**src/rtl/accum_lanes_if.sv**
```systemverilog
// Beat and result bundle between the MAC array and accum_lanes.
// The master drives the accumulation beats; the slave (accum_lanes) returns
// the rescaled per-lane results.
interface accum_lanes_if #(
    parameter int LANES  = 4,
    parameter int DWIDTH = 16
);
    logic                    clear;
    logic                    in_valid;
    logic                    last;
    logic [LANES*DWIDTH-1:0] bias_in;
    logic [LANES*DWIDTH-1:0] pixel_in;
    logic                    out_valid;
    logic [LANES*DWIDTH-1:0] pixel_out;
    logic [LANES-1:0]        sat_flag;
    logic                    busy;

    modport master (
        output clear, in_valid, last, bias_in, pixel_in,
        input  out_valid, pixel_out, sat_flag, busy
    );

    modport slave (
        input  clear, in_valid, last, bias_in, pixel_in,
        output out_valid, pixel_out, sat_flag, busy
    );
endinterface

```
**src/rtl/accum_lanes.sv**
```systemverilog
// Multi-lane saturating accumulator. Each lane sums a bias plus a stream of
// signed terms in a wide register; the beat flagged last emits a floor-shifted,
// saturated narrow result per lane together with a sticky clip flag.
module accum_lanes #(
    parameter int LANES  = 4,
    parameter int DWIDTH = 16,
    parameter int AWIDTH = 24,
    parameter int FRAC   = 8
) (
    input  logic          clk,
    input  logic          xrst,
    accum_lanes_if.slave  bus
);

    typedef enum logic {IDLE, ACC} state_t;

    localparam logic signed [AWIDTH-1:0] ACC_MAX = {1'b0, {(AWIDTH-1){1'b1}}};
    localparam logic signed [AWIDTH-1:0] ACC_MIN = {1'b1, {(AWIDTH-1){1'b0}}};
    localparam logic [DWIDTH-1:0]        OUT_MAX = {1'b0, {(DWIDTH-1){1'b1}}};
    localparam logic [DWIDTH-1:0]        OUT_MIN = {1'b1, {(DWIDTH-1){1'b0}}};

    state_t                        state_q, state_d;
    logic [LANES-1:0][AWIDTH-1:0]  acc_q, acc_d;
    logic [LANES-1:0]              sticky_q, sticky_d;
    logic                          out_valid_q, out_valid_d;
    logic [LANES*DWIDTH-1:0]       pixel_out_q, pixel_out_d;
    logic [LANES-1:0]              sat_flag_q, sat_flag_d;

    logic start_beat;
    logic cont_beat;
    logic accept;

    function automatic logic [AWIDTH-1:0] sext(input logic [DWIDTH-1:0] v);
        return {{(AWIDTH-DWIDTH){v[DWIDTH-1]}}, v};
    endfunction

    // A clear with a valid beat restarts the sum from this beat's bias.
    assign start_beat = bus.in_valid & ((state_q == IDLE) | bus.clear);
    assign cont_beat  = bus.in_valid & ~bus.clear & (state_q == ACC);
    assign accept     = start_beat | cont_beat;

    // Next-state, per-lane saturating add, rescale and output saturation.
    always_comb begin
        logic [AWIDTH-1:0]        base;
        logic [AWIDTH:0]          wide;
        logic signed [AWIDTH-1:0] nxt;
        logic signed [AWIDTH-1:0] shf;
        logic [AWIDTH-DWIDTH:0]   upper;
        logic                     clip;
        logic                     oclip;
        logic                     sticky_base;

        // NOTE: every combinational output gets a default first so no path
        // through the block leaves a value unassigned and infers a latch.
        state_d     = state_q;
        acc_d       = acc_q;
        sticky_d    = sticky_q;
        out_valid_d = 1'b0;
        pixel_out_d = pixel_out_q;
        sat_flag_d  = sat_flag_q;
        base        = '0;
        wide        = '0;
        nxt         = '0;
        shf         = '0;
        upper       = '0;
        clip        = 1'b0;
        oclip       = 1'b0;
        sticky_base = 1'b0;

        if (accept) begin
            state_d = bus.last ? IDLE : ACC;
        end else if (bus.clear) begin
            state_d = IDLE;
        end

        for (int l = 0; l < LANES; l++) begin
            base = start_beat ? sext(bus.bias_in[l*DWIDTH +: DWIDTH]) : acc_q[l];
            // One guard bit exposes overflow of the signed add.
            wide = {base[AWIDTH-1], base}
                 + {bus.pixel_in[l*DWIDTH + DWIDTH-1], sext(bus.pixel_in[l*DWIDTH +: DWIDTH])};
            clip = (wide[AWIDTH] != wide[AWIDTH-1]);
            if (clip) begin
                nxt = wide[AWIDTH] ? ACC_MIN : ACC_MAX;
            end else begin
                nxt = wide[AWIDTH-1:0];
            end

            shf   = nxt >>> FRAC;
            upper = shf[AWIDTH-1:DWIDTH-1];
            oclip = ~((&upper) | ~(|upper));

            sticky_base = start_beat ? 1'b0 : sticky_q[l];

            if (accept) begin
                acc_d[l]    = nxt;
                sticky_d[l] = bus.last ? 1'b0 : (sticky_base | clip);
                if (bus.last) begin
                    sat_flag_d[l] = sticky_base | clip | oclip;
                    if (oclip) begin
                        pixel_out_d[l*DWIDTH +: DWIDTH] = shf[AWIDTH-1] ? OUT_MIN : OUT_MAX;
                    end else begin
                        pixel_out_d[l*DWIDTH +: DWIDTH] = shf[DWIDTH-1:0];
                    end
                end
            end
        end

        out_valid_d = accept & bus.last;
    end

    // State, accumulators and registered outputs.
    always_ff @(posedge clk or negedge xrst) begin
        if (!xrst) begin
            state_q     <= IDLE;
            acc_q       <= '0;
            sticky_q    <= '0;
            out_valid_q <= 1'b0;
            pixel_out_q <= '0;
            sat_flag_q  <= '0;
        end else begin
            // NOTE: non-blocking so every register samples the pre-edge values
            // computed above, independent of statement order.
            state_q     <= state_d;
            acc_q       <= acc_d;
            sticky_q    <= sticky_d;
            out_valid_q <= out_valid_d;
            pixel_out_q <= pixel_out_d;
            sat_flag_q  <= sat_flag_d;
        end
    end

    assign bus.out_valid = out_valid_q;
    assign bus.pixel_out = pixel_out_q;
    assign bus.sat_flag  = sat_flag_q;
    assign bus.busy      = (state_q == ACC);

endmodule

```
**src/flat_wrapper.sv**
```systemverilog
// flat-port wrapper written by rule: the top's interface ports become plain ports
module accum_lanes_flat 
#(
    parameter int LANES  = 4,
    parameter int DWIDTH = 16,
    parameter int AWIDTH = 24,
    parameter int FRAC   = 8
)
  (clk, xrst, bus_clear, bus_in_valid, bus_last, bus_bias_in, bus_pixel_in, bus_out_valid, bus_pixel_out, bus_sat_flag, bus_busy);
  accum_lanes_if #(.LANES(LANES), .DWIDTH(DWIDTH)) bus_i ();
  input  logic clk;
  input  logic xrst;
  input wire logic [$bits(bus_i.clear)-1:0] bus_clear;
  input wire logic [$bits(bus_i.in_valid)-1:0] bus_in_valid;
  input wire logic [$bits(bus_i.last)-1:0] bus_last;
  input wire logic [$bits(bus_i.bias_in)-1:0] bus_bias_in;
  input wire logic [$bits(bus_i.pixel_in)-1:0] bus_pixel_in;
  output wire logic [$bits(bus_i.out_valid)-1:0] bus_out_valid;
  output wire logic [$bits(bus_i.pixel_out)-1:0] bus_pixel_out;
  output wire logic [$bits(bus_i.sat_flag)-1:0] bus_sat_flag;
  output wire logic [$bits(bus_i.busy)-1:0] bus_busy;
  assign bus_i.clear = bus_clear;
  assign bus_i.in_valid = bus_in_valid;
  assign bus_i.last = bus_last;
  assign bus_i.bias_in = bus_bias_in;
  assign bus_i.pixel_in = bus_pixel_in;
  assign bus_out_valid = bus_i.out_valid;
  assign bus_pixel_out = bus_i.pixel_out;
  assign bus_sat_flag = bus_i.sat_flag;
  assign bus_busy = bus_i.busy;
  accum_lanes #(.LANES(LANES), .DWIDTH(DWIDTH), .AWIDTH(AWIDTH), .FRAC(FRAC)) u_core (.clk(clk), .xrst(xrst), .bus(bus_i));
endmodule
```
**config.mk**
```make
export PLATFORM = sky130hd
export DESIGN_NAME = accum_lanes_flat
export DESIGN_NICKNAME = d
export VERILOG_FILES = /design/src/rtl/accum_lanes_if.sv /design/src/rtl/accum_lanes.sv /design/src/flat_wrapper.sv
export SDC_FILE = /design/constraint.sdc
export NUM_CORES = 1
export LEC_CHECK = 0
export ABC_AREA = 1
export CAP_MARGIN = 5
export CORE_MARGIN = 5
export CORE_UTILIZATION = 48
export DETAILED_ROUTE_END_ITERATION = 8
export GPL_ROUTABILITY_DRIVEN = 0
export PLACE_DENSITY = 0.71
export SYNTH_ARGS = -nofsm -noshare
export SYNTH_HDL_FRONTEND = slang
export SYNTH_SLANG_ARGS = --single-unit
```
**constraint.sdc**
```tcl
create_clock -name clk -period 4.1 [get_ports clk]
set_clock_uncertainty 0.1 [all_clocks]
set_input_delay 0.41 -clock clk [delete_from_list [all_inputs] [get_ports clk]]
set_output_delay 0.41 -clock clk [all_outputs]
set_load 0.02 [all_outputs]
```
; After elaboration in Yosys (flattened, before gate mapping)
; Cells that the tools add are included.
[op_classes]
n_eq_ne = 4
reduce_logical = 2
n_addsub = 4
bitwise_logic = 12
n_mux = 23
[ops]
columns = op, n
row1 = two-way mux 24 bit, 12
row2 = adder 24 x 16 -> 25 bit, 4
row3 = two-way mux 1 bit, 11
row4 = bitwise OR 1 bit, 6
row5 = AND 1 bit, 4
row6 = inequality test 1 bit, 4
row7 = NOT 1 bit, 2
row8 = AND reduction 2 bit, 1
row9 = nonzero test 2 bit, 1
[totals]
input_bits = 133
regBits = 170
out_inout_bits = 70
wordCells = 54

; Depth between registers and ports, before layout
; Gate-level depths: netlist of the first run.
[logic_depth]
word_depth = 8
depth_mapped = 25
ltp_nobuf = 23

; Least setup slack after synthesis of the first run
; OpenSTA, ideal clock, no wires.
[synth_timing]
kind = reg2reg
from = register u_core.state_q, in the netlist u_core.bus.busy
to = register u_core.acc_q[21] (netlist name)
setup_time_ns = 0.117
arrival_time_ns = 2.915
slack_ns = 0.968
period_less_slack_ns = 3.132
path_stages_with_launch = 23
required_time_ns = 3.883
path_buffers = 3
cell_sequence = dfrtp_1 > nand2_1 > nand2_1 > inv_1 > clkbuf_1 > clkbuf_1 > nand2_1 > nand2_1 > ha_1 > fa_1 > nand2_1 > nand2_1 > nand3_1 > nand2_2 > nand2_1 > nand3_2 > nand2_1 > nand2_4 > nand2_4 > buf_6 > nand2_2 > nand2_1 > nand2_1
[synth_via]
elab_chain_cells = 7
[synth_lines]
columns = element, line_no
row1 = start: declaration, accum_lanes.sv:22  ; state_t state_q, state_d;
row2 = start signal: assignment, accum_lanes.sv:123  ; state_q <= state_d;
row3 = NOT 1 bit, accum_lanes.sv:38  ; assign start_beat = bus.in_valid & ((state_q == IDLE) | bus.clear);
row4 = bitwise OR 1 bit, accum_lanes.sv:38
row5 = AND 1 bit, accum_lanes.sv:38
row6 = two-way mux 24 bit, accum_lanes.sv:77  ; base = start_beat ? sext(bus.bias_in[l*DWIDTH +: DWIDTH]) : acc_q[l];
row7 = adder 24 x 16 -> 25 bit, accum_lanes.sv:80  ; + {bus.pixel_in[l*DWIDTH + DWIDTH-1], sext(bus.pixel_in[l*DWIDTH +: DWIDTH])};
row8 = two-way mux 24 bit / inequality test 1 bit (equally long branches), "accum_lanes.sv:83, accum_lanes.sv:81"
row9 = two-way mux 24 bit, accum_lanes.sv:82  ; if (clip) begin
row10 = end signal: assignment, accum_lanes.sv:115  ; acc_q <= '0;
row11 = end signal: assignment, accum_lanes.sv:124  ; acc_q <= acc_d;
row12 = end: declaration, accum_lanes.sv:23  ; logic [LANES-1:0][AWIDTH-1:0] acc_q, acc_d;
; Parallel ways exist; a longest one is shown, timed or not.
; A chain may end at the register's enable or synchronous reset.

; Worst setup path after layout of the first run
[layout_timing]
from = input port bus_clear
to = register u_core.acc_q[66] (netlist name)
[layout_via]
elab_chain_cells = 6
[layout_lines]
columns = element, line_no
row1 = start: declaration, flat_wrapper.sv:13  ; input wire logic [$bits(bus_i.clear)-1:0] bus_clear;
row2 = bitwise OR 1 bit, accum_lanes.sv:38
row3 = AND 1 bit, accum_lanes.sv:38
row4 = two-way mux 24 bit, accum_lanes.sv:77
row5 = adder 24 x 16 -> 25 bit, accum_lanes.sv:80
row6 = two-way mux 24 bit / inequality test 1 bit (equally long branches), "accum_lanes.sv:83, accum_lanes.sv:81"
row7 = two-way mux 24 bit, accum_lanes.sv:82
; Parallel ways exist; a longest one is shown, timed or not.

==> results of run 1 <==
==> per-stage QoR <==
stage	hold slack [ns]	utilization [%]	cells
4_1_cts	0.379	58.7	2818
2_1_floorplan	0.0144	-	2237
6_report	0.378	58.7	2818
5_1_grt	0.392	58.7	2818
3_3_place_gp	0.357	56.8	2785
3_5_place_dp	0.361	56.8	2785
==> power groups by stage <==
stage          Clock (mW)  Sequential (mW)  Combinational (mW)
2_1_floorplan           0             3.25                4.52
3_3_place_gp            0             2.99                6.72
3_5_place_dp            0             3.00                6.83
4_1_cts              1.63             2.99                6.87
5_1_grt              1.71             3.08                7.70
6_report             1.60             3.00                6.91
==> path summary, 6_finish.rpt <==
path | slack [ns] | depth (start not counted) | end | startpoint
hold / removal | 0.38 | 2 | u_core.acc_q[41] | u_core.acc_q[41]
max in group asynchronous | 2.41 | 3 | u_core.acc_q[89] | xrst
min in group asynchronous | 0.49 | 2 | u_core.acc_q[54] | xrst
setup reg to reg | 0.58 | 18 | u_core.acc_q[66] | u_core.bus.busy
hold reg to reg | 0.38 | 2 | u_core.acc_q[41] | u_core.acc_q[41]
setup / recovery | 0.53 | 20 | u_core.acc_q[66] | bus_clear
==> worst max-delay path: stages <==
cell             delay, ns
clkdlybuf4s50_1       0.45
inv_1                 0.04
nand2_1               0.08
nand2_2               0.12
buf_12                0.19
or2_2                 0.36
o21ai_0               0.11
inv_1                 0.08
ha_1                  0.34
a21oi_1               0.22
nand2_1               0.12
a21oi_1               0.30
nand3_2               0.15
nand2_1               0.10
nand2_2               0.07
nand2_4               0.24
nand3_1               0.13
nand2_1               0.13
nand2_1               0.07
nand2_1               0.10
==> logic make-up (layout without fill, tap and decap cells) <==
kind of cell | Yosys count | count (layout) | share of synthesized area, %
XOR/XNOR | 56 | 56 | 3.38
AO/OA/AOI/OAI | 310 | 310 | 12.2
buffers and inverters | 308 | 499 | 8.83
AND/OR/NAND/NOR | 1293 | 1293 | 37.4
adder cells (fa/ha/maj) | 100 | 100 | 8.83
flip-flops | 170 | 170 | 29.3
==> layout by cell type, fill, tap and decap left out, types with 45 or more instances in the layout <==
master	n
a31oi_1	74
a21oi_1	121
ha_1	96
nand4_1	45
nand3_1	80
inv_1	236
o21ai_0	78
nand2_1	859
clkdlybuf4s50_1	200
dfrtp_1	170
nor2_1	194
==> layer usage <==
metal / vias to the layer above / part of all wire (%) / track usage (%)
met5: - / 0 / 0
met4: 0 / 1.8 / 6.48
met3: 67 / 5.6 / 3.70
met2: 456 / 47 / 44.4
met1: 7000 / 45 / 35.5
li1: 7528 / - / -
==> flip-flops by register name, indices dropped and copies added, names as in the netlist <==
name and count:
u_core.acc_q 96, u_core.sticky_q 4, u_core.bus.busy 1, u_core.bus.pixel_out 64, u_core.bus.out_valid 1, u_core.bus.sat_flag 4
==> area by class of cell <==
class / instances / area share, %
clock buffers: 21 / 2.64
inverters: 239 / 5.15
clock inverters: 11 / 0.638
multi-input cells: 1759 / 51.4
repair buffers: 228 / 13.0
well taps: 390 / 2.80
flip-flops and latches: 170 / 24.4
==> repair_timing <==
action,CTS,global route
resized for setup,0,0
hold buffers,1,0
endpoints found under the hold margin,83,0
==> synthesized netlist by cell type (all sizes together), types with 14 or more instances <==
master / instances
o21ai: 78
o21bai: 30
xor2: 39
inv: 239
clkbuf: 47
nor3: 16
xnor2: 17
nand3: 88
dfrtp: 170
nand2: 911
nand4: 45
or2: 14
ha: 96
a21oi: 128
a31oi: 74
buf: 22
nor2: 208
==> results.json, run 1 <==
{
  "drt_iter0_markers": 1357,
  "cp-start-kind": "input pin",
  "syn2layout_area_growth_pct": 20.4,
  "initial_utilization_pct": 48.8,
  "synth_area_um2": 14500,
  "cts_made_buffers": 17,
  "track_usage_pct": 26.2,
  "worstPathArrival_ns": 3.84,
  "cts.path.max_buffers": 2,
  "holdCritPathClass": "flop to flop",
  "post_synth_num_cell_types": 31,
  "nNetsFinal": 2648,
  "power_switching_mw": 5.53,
  "layout_min_cycle_time_ns": 3.57,
  "grt_pass1_vias": 14600,
  "ant_nets": 0,
  "grt_pass1_wl_um": 73000,
  "critPathCaptureType": "flop",
  "regArea_um2": 4250,
  "p_clk_share_pct": 13.9,
  "via_count": 15100,
  "p_seq_share_pct": 26.0,
  "ys_ff_latch": 170,
  "antenna_found_initial": 0,
  "die-area_um2": 33800,
  "wl_per_cell_um": 15.9,
  "die_h_um": 184,
  "max_freq_mhz": 280,
  "nFillCells": 2872,
  "worst_ir_drop_vdd_mv": 0.366,
  "clock-root-buffer": "clkbuf_16",
  "layout_setup_ws_ns": 0.529,
  "power.density_nw_per_um2": 659,
  "yosysTopAreaCell": "dfrtp_1",
  "syn_avg_cell_area_um2": 6.48,
  "synth_area_leaders": "dfrtp_1 (29%), nand2_1 (22%), ha_1 (8.3%)",
  "rsz0062_at_grt": "false",
  "clkTransAtPathRegs_ns": 0.07,
  "comb_power_share_pct": 60.0,
  "clkLatencyLatePin_ns": 0.44,
  "ios": 203,
  "yosysSeqAreaShare_pct": 29.3,
  "synth_edf_count": 0,
  "critical_path_class": "input pin to flop",
  "die_width_um": 184,
  "routed_via_density": 5.34,
  "num_rows": 63,
  "grt-ovfl-total": 0,
  "status": "complete, no violations",
  "period_share_pct": 87.1,
  "first_pass_iters": 8,
  "htree_num_levels": 4,
  "synth_top_area_share_pct": 29.3,
  "cts_sinks": 170,
  "drc": 0,
  "totalWireLength_um": 44700,
  "synth-main-ff-cell": "dfrtp_1",
  "place_area_um2": 16900,
  "dp_slack_ns": 0.143,
  "async_flop_share_pct": 100,
  "coreArea_um2": 29700,
  "ys_warn_count": 0,
  "relSlewSlack_pct": 39.1,
  "p_sw_share_pct": 48.0,
  "slew_viol_final": 0,
  "multi_input_area_um2": 8970,
  "p_leak_nw": 9.14,
  "critPathMaxFanout": 27,
  "drive_gt1_share_pct": 6.18,
  "tns_ns": 0,
  "cap_violations": 0,
  "cts_setup_buffers": 0,
  "cts_tree": "done",
  "synth_nets": 2470,
  "grt_max_degree": 87,
  "synth_cells": 2237,
  "antenna_cells": 0,
  "hold_viol_final": 0,
  "cp.required_ns": 4.37,
  "worst_slew_pin_slew_ns": 0.914,
  "setup_viol": 0,
  "io_buffers": 202,
  "dp_hpwl_um": 34600,
  "p_int_mw": 5.98,
  "total_power_mw": 11.5,
  "final_area_um2": 17500
}
Power figures use the tool's default switching activity.
==> run 2: changes to the inputs <==
- clock period: 4.1 -> 3.2 ns (I/O delays scaled with it)
==> results.json, run 2 (synthesis results as in run 1) <==
{
  "cts_sinks": 170,
  "worst_ir_drop_vdd_mv": 0.466,
  "regMostFlops": "u_core.acc_q",
  "nFillCells": 2309,
  "via_count": 17000,
  "clkTransAtPathRegs_ns": 0.07,
  "power.density_nw_per_um2": 857,
  "num_rows": 63,
  "whs_path_depth": 2,
  "p_int_mw": 9.98,
  "grt-ovfl-total": 0,
  "crit_path_max_incr_delay_ns": 0.41,
  "clkLatencyLatePin_ns": 0.45,
  "hold_viol_final": 0,
  "syn2layout_area_growth_pct": 47.3,
  "timing.hold.ws_ns": 0.380,
  "track_usage_pct": 28.5,
  "io_buffers": 202,
  "cp_slowest_cell": "dfrtp_1",
  "routed_via_density": 5.37,
  "htree_num_levels": 4,
  "p_clk_share_pct": 12.3,
  "total_power_mw": 18.3,
  "power_switching_mw": 8.32,
  "grt_pass1_vias": 16500,
  "setup_viol": 0,
  "wl_per_cell_um": 16.6,
  "ant_nets": 0,
  "worst_slew_pin_slew_ns": 0.955,
  "slew_viol_final": 0,
  "initial_utilization_pct": 48.8,
  "die-area_um2": 33800,
  "place_area_um2": 19400,
  "clock-root-buffer": "clkbuf_16",
  "cts.path.max_buffers": 2,
  "max_freq_mhz": 316,
  "critPathCaptureType": "flop",
  "status": "complete, no violations",
  "grt_pass1_wl_um": 79400,
  "p_sw_share_pct": 45.5,
  "antenna_found_initial": 0,
  "grt.busiest_layer": "met2",
  "holdCritPathClass": "flop to flop",
  "dp_cells": 3106,
  "period_share_pct": 98.8,
  "die_h_um": 184,
  "grt_max_degree": 81,
  "layout_min_cycle_time_ns": 3.16,
  "cp-start-kind": "flop",
  "nNetsFinal": 2998,
  "first_pass_iters": 6,
  "critical_path_class": "flop to flop",
  "crit_path_frequent_cell": "nand2_1",
  "critPathMaxFanout": 9,
  "relSlewSlack_pct": 36.1,
  "largest_reg_flops": 96,
  "dp_hpwl_um": 38100,
  "p_seq_share_pct": 21.0,
  "final_cell_mix": "nand2_1 (817), buf_4 (345), inv_1 (236), clkdlybuf4s50_1 (200), nor2_1 (172)",
  "worstPathArrival_ns": 3.38,
  "totalWireLength_um": 52400,
  "final_util_pct": 71.9,
  "cp.required_ns": 3.42,
  "die_width_um": 184,
  "drt_iter0_markers": 1364,
  "met2_usage_pct": 48.3,
  "grtUsageMet3_pct": 3.66,
  "cts_made_buffers": 17,
  "coreArea_um2": 29700,
  "final_area_um2": 21400,
  "grtUsageMet1_pct": 37.0,
  "cts_tree": "done",
  "path_cells": "nand2_4 > nand2_8 > buf_12 > or2_4 > o21ai_1 > inv_1 > ha_4 > nand2_1 > nor2_2 > nand2_2 > nor2_2 > nand2_2 > nand3_2 > nand2_2 > nand2_4 > nand2_4 > nand3_1 > nand2_1 > nand2_1 > nand2_1",
  "ios": 203,
  "fin_cells": 3166,
  "mostFrequentLayoutCell": "nand2_1",
  "cap_violations": 0,
  "drive_gt1_share_pct": 23.6,
  "drc": 0,
  "antenna_cells": 0,
  "p_leak_nw": 11.0,
  "r2r_cells": 20,
  "comb_power_share_pct": 66.7
}
run 2: changes by cell type in the layout (fill, tap and decap cells not counted), moves of 17 or more:
cell     change
nor2_1      -22
nor2_2      +17
nand2_2     +36
a21oi_1     -31
a21oi_2     +29
o21ai_0     -21
nand2_1     -42
ha_1        -45
buf_4      +323
o21ai_1     +18
ha_4        +38
run 2: path summary, 6_finish.rpt:
kind,from,end,slack [ns]
max,u_core.bus.busy,u_core.acc_q[45],0.04
min in group asynchronous,xrst,u_core.acc_q[54],0.39
max reg2reg,u_core.bus.busy,u_core.acc_q[45],0.04
min reg2reg,u_core.acc_q[40],u_core.acc_q[40],0.38
min,u_core.acc_q[40],u_core.acc_q[40],0.38
max in group asynchronous,xrst,u_core.acc_q[38],1.70
run 2: what timing repair did:
action                                  CTS  global route
hold buffers                              1             0
pin swaps                                 5            53
setup buffers                             2            20
resized for setup                        35           185
gates cloned                              1             6
endpoints found under the setup margin  151           161
hold endpoints to repair                 77             0
run 2: layout make-up:
class,count,area [um2],share of cell area (%)
clock inverter,12,165,0.773
clock buffer,18,439,2.06
inverter,239,906,4.24
multi-input combinational,1764,10000,46.9
timing repair buffer,573,5090,23.8
tap,390,488,2.28
sequential,170,4250,19.9
run 2: per-stage QoR:
| stage | worst slack [ns] | setup TNS (ns) |
|---|---|---|
| 2_1_floorplan | 0.0679 | 0 |
| 3_3_place_gp | -0.527 | -66.72 |
| 3_5_place_dp | -0.638 | -84.49 |
| 4_1_cts | 0.000892 | 0 |
| 5_1_grt | -0.0902 | -3.41 |
| 6_report | 0.0369 | 0 |
run 2: critical path: cells and delay by family, from the launching register on:
family | cells | cell delay, ns
compound gates | 1 | 0.09
fa+ha+maj | 1 | 0.29
buf+inv | 2 | 0.23
flops | 1 | 0.41
simple gates | 16 | 1.88
run 2: power by group through the flow:
stage	registers (mW)	clock network, mW	logic, mW
after global routing	3.96	2.34	13.3
final	3.85	2.24	12.2
after floorplan	4.16	0	5.80
after global placement	3.83	0	10.6
after CTS	3.83	2.25	11.1
after detailed placement	3.84	0	10.8
run 2: metal layers:
| layer | share of wire, % | wire, um |
|---|---|---|
| met4 | 3.9 | 2070 |
| met3 | 5.9 | 3110 |
| met5 | 0 | 0 |
| met2 | 48 | 25400 |
| met1 | 42 | 21900 |
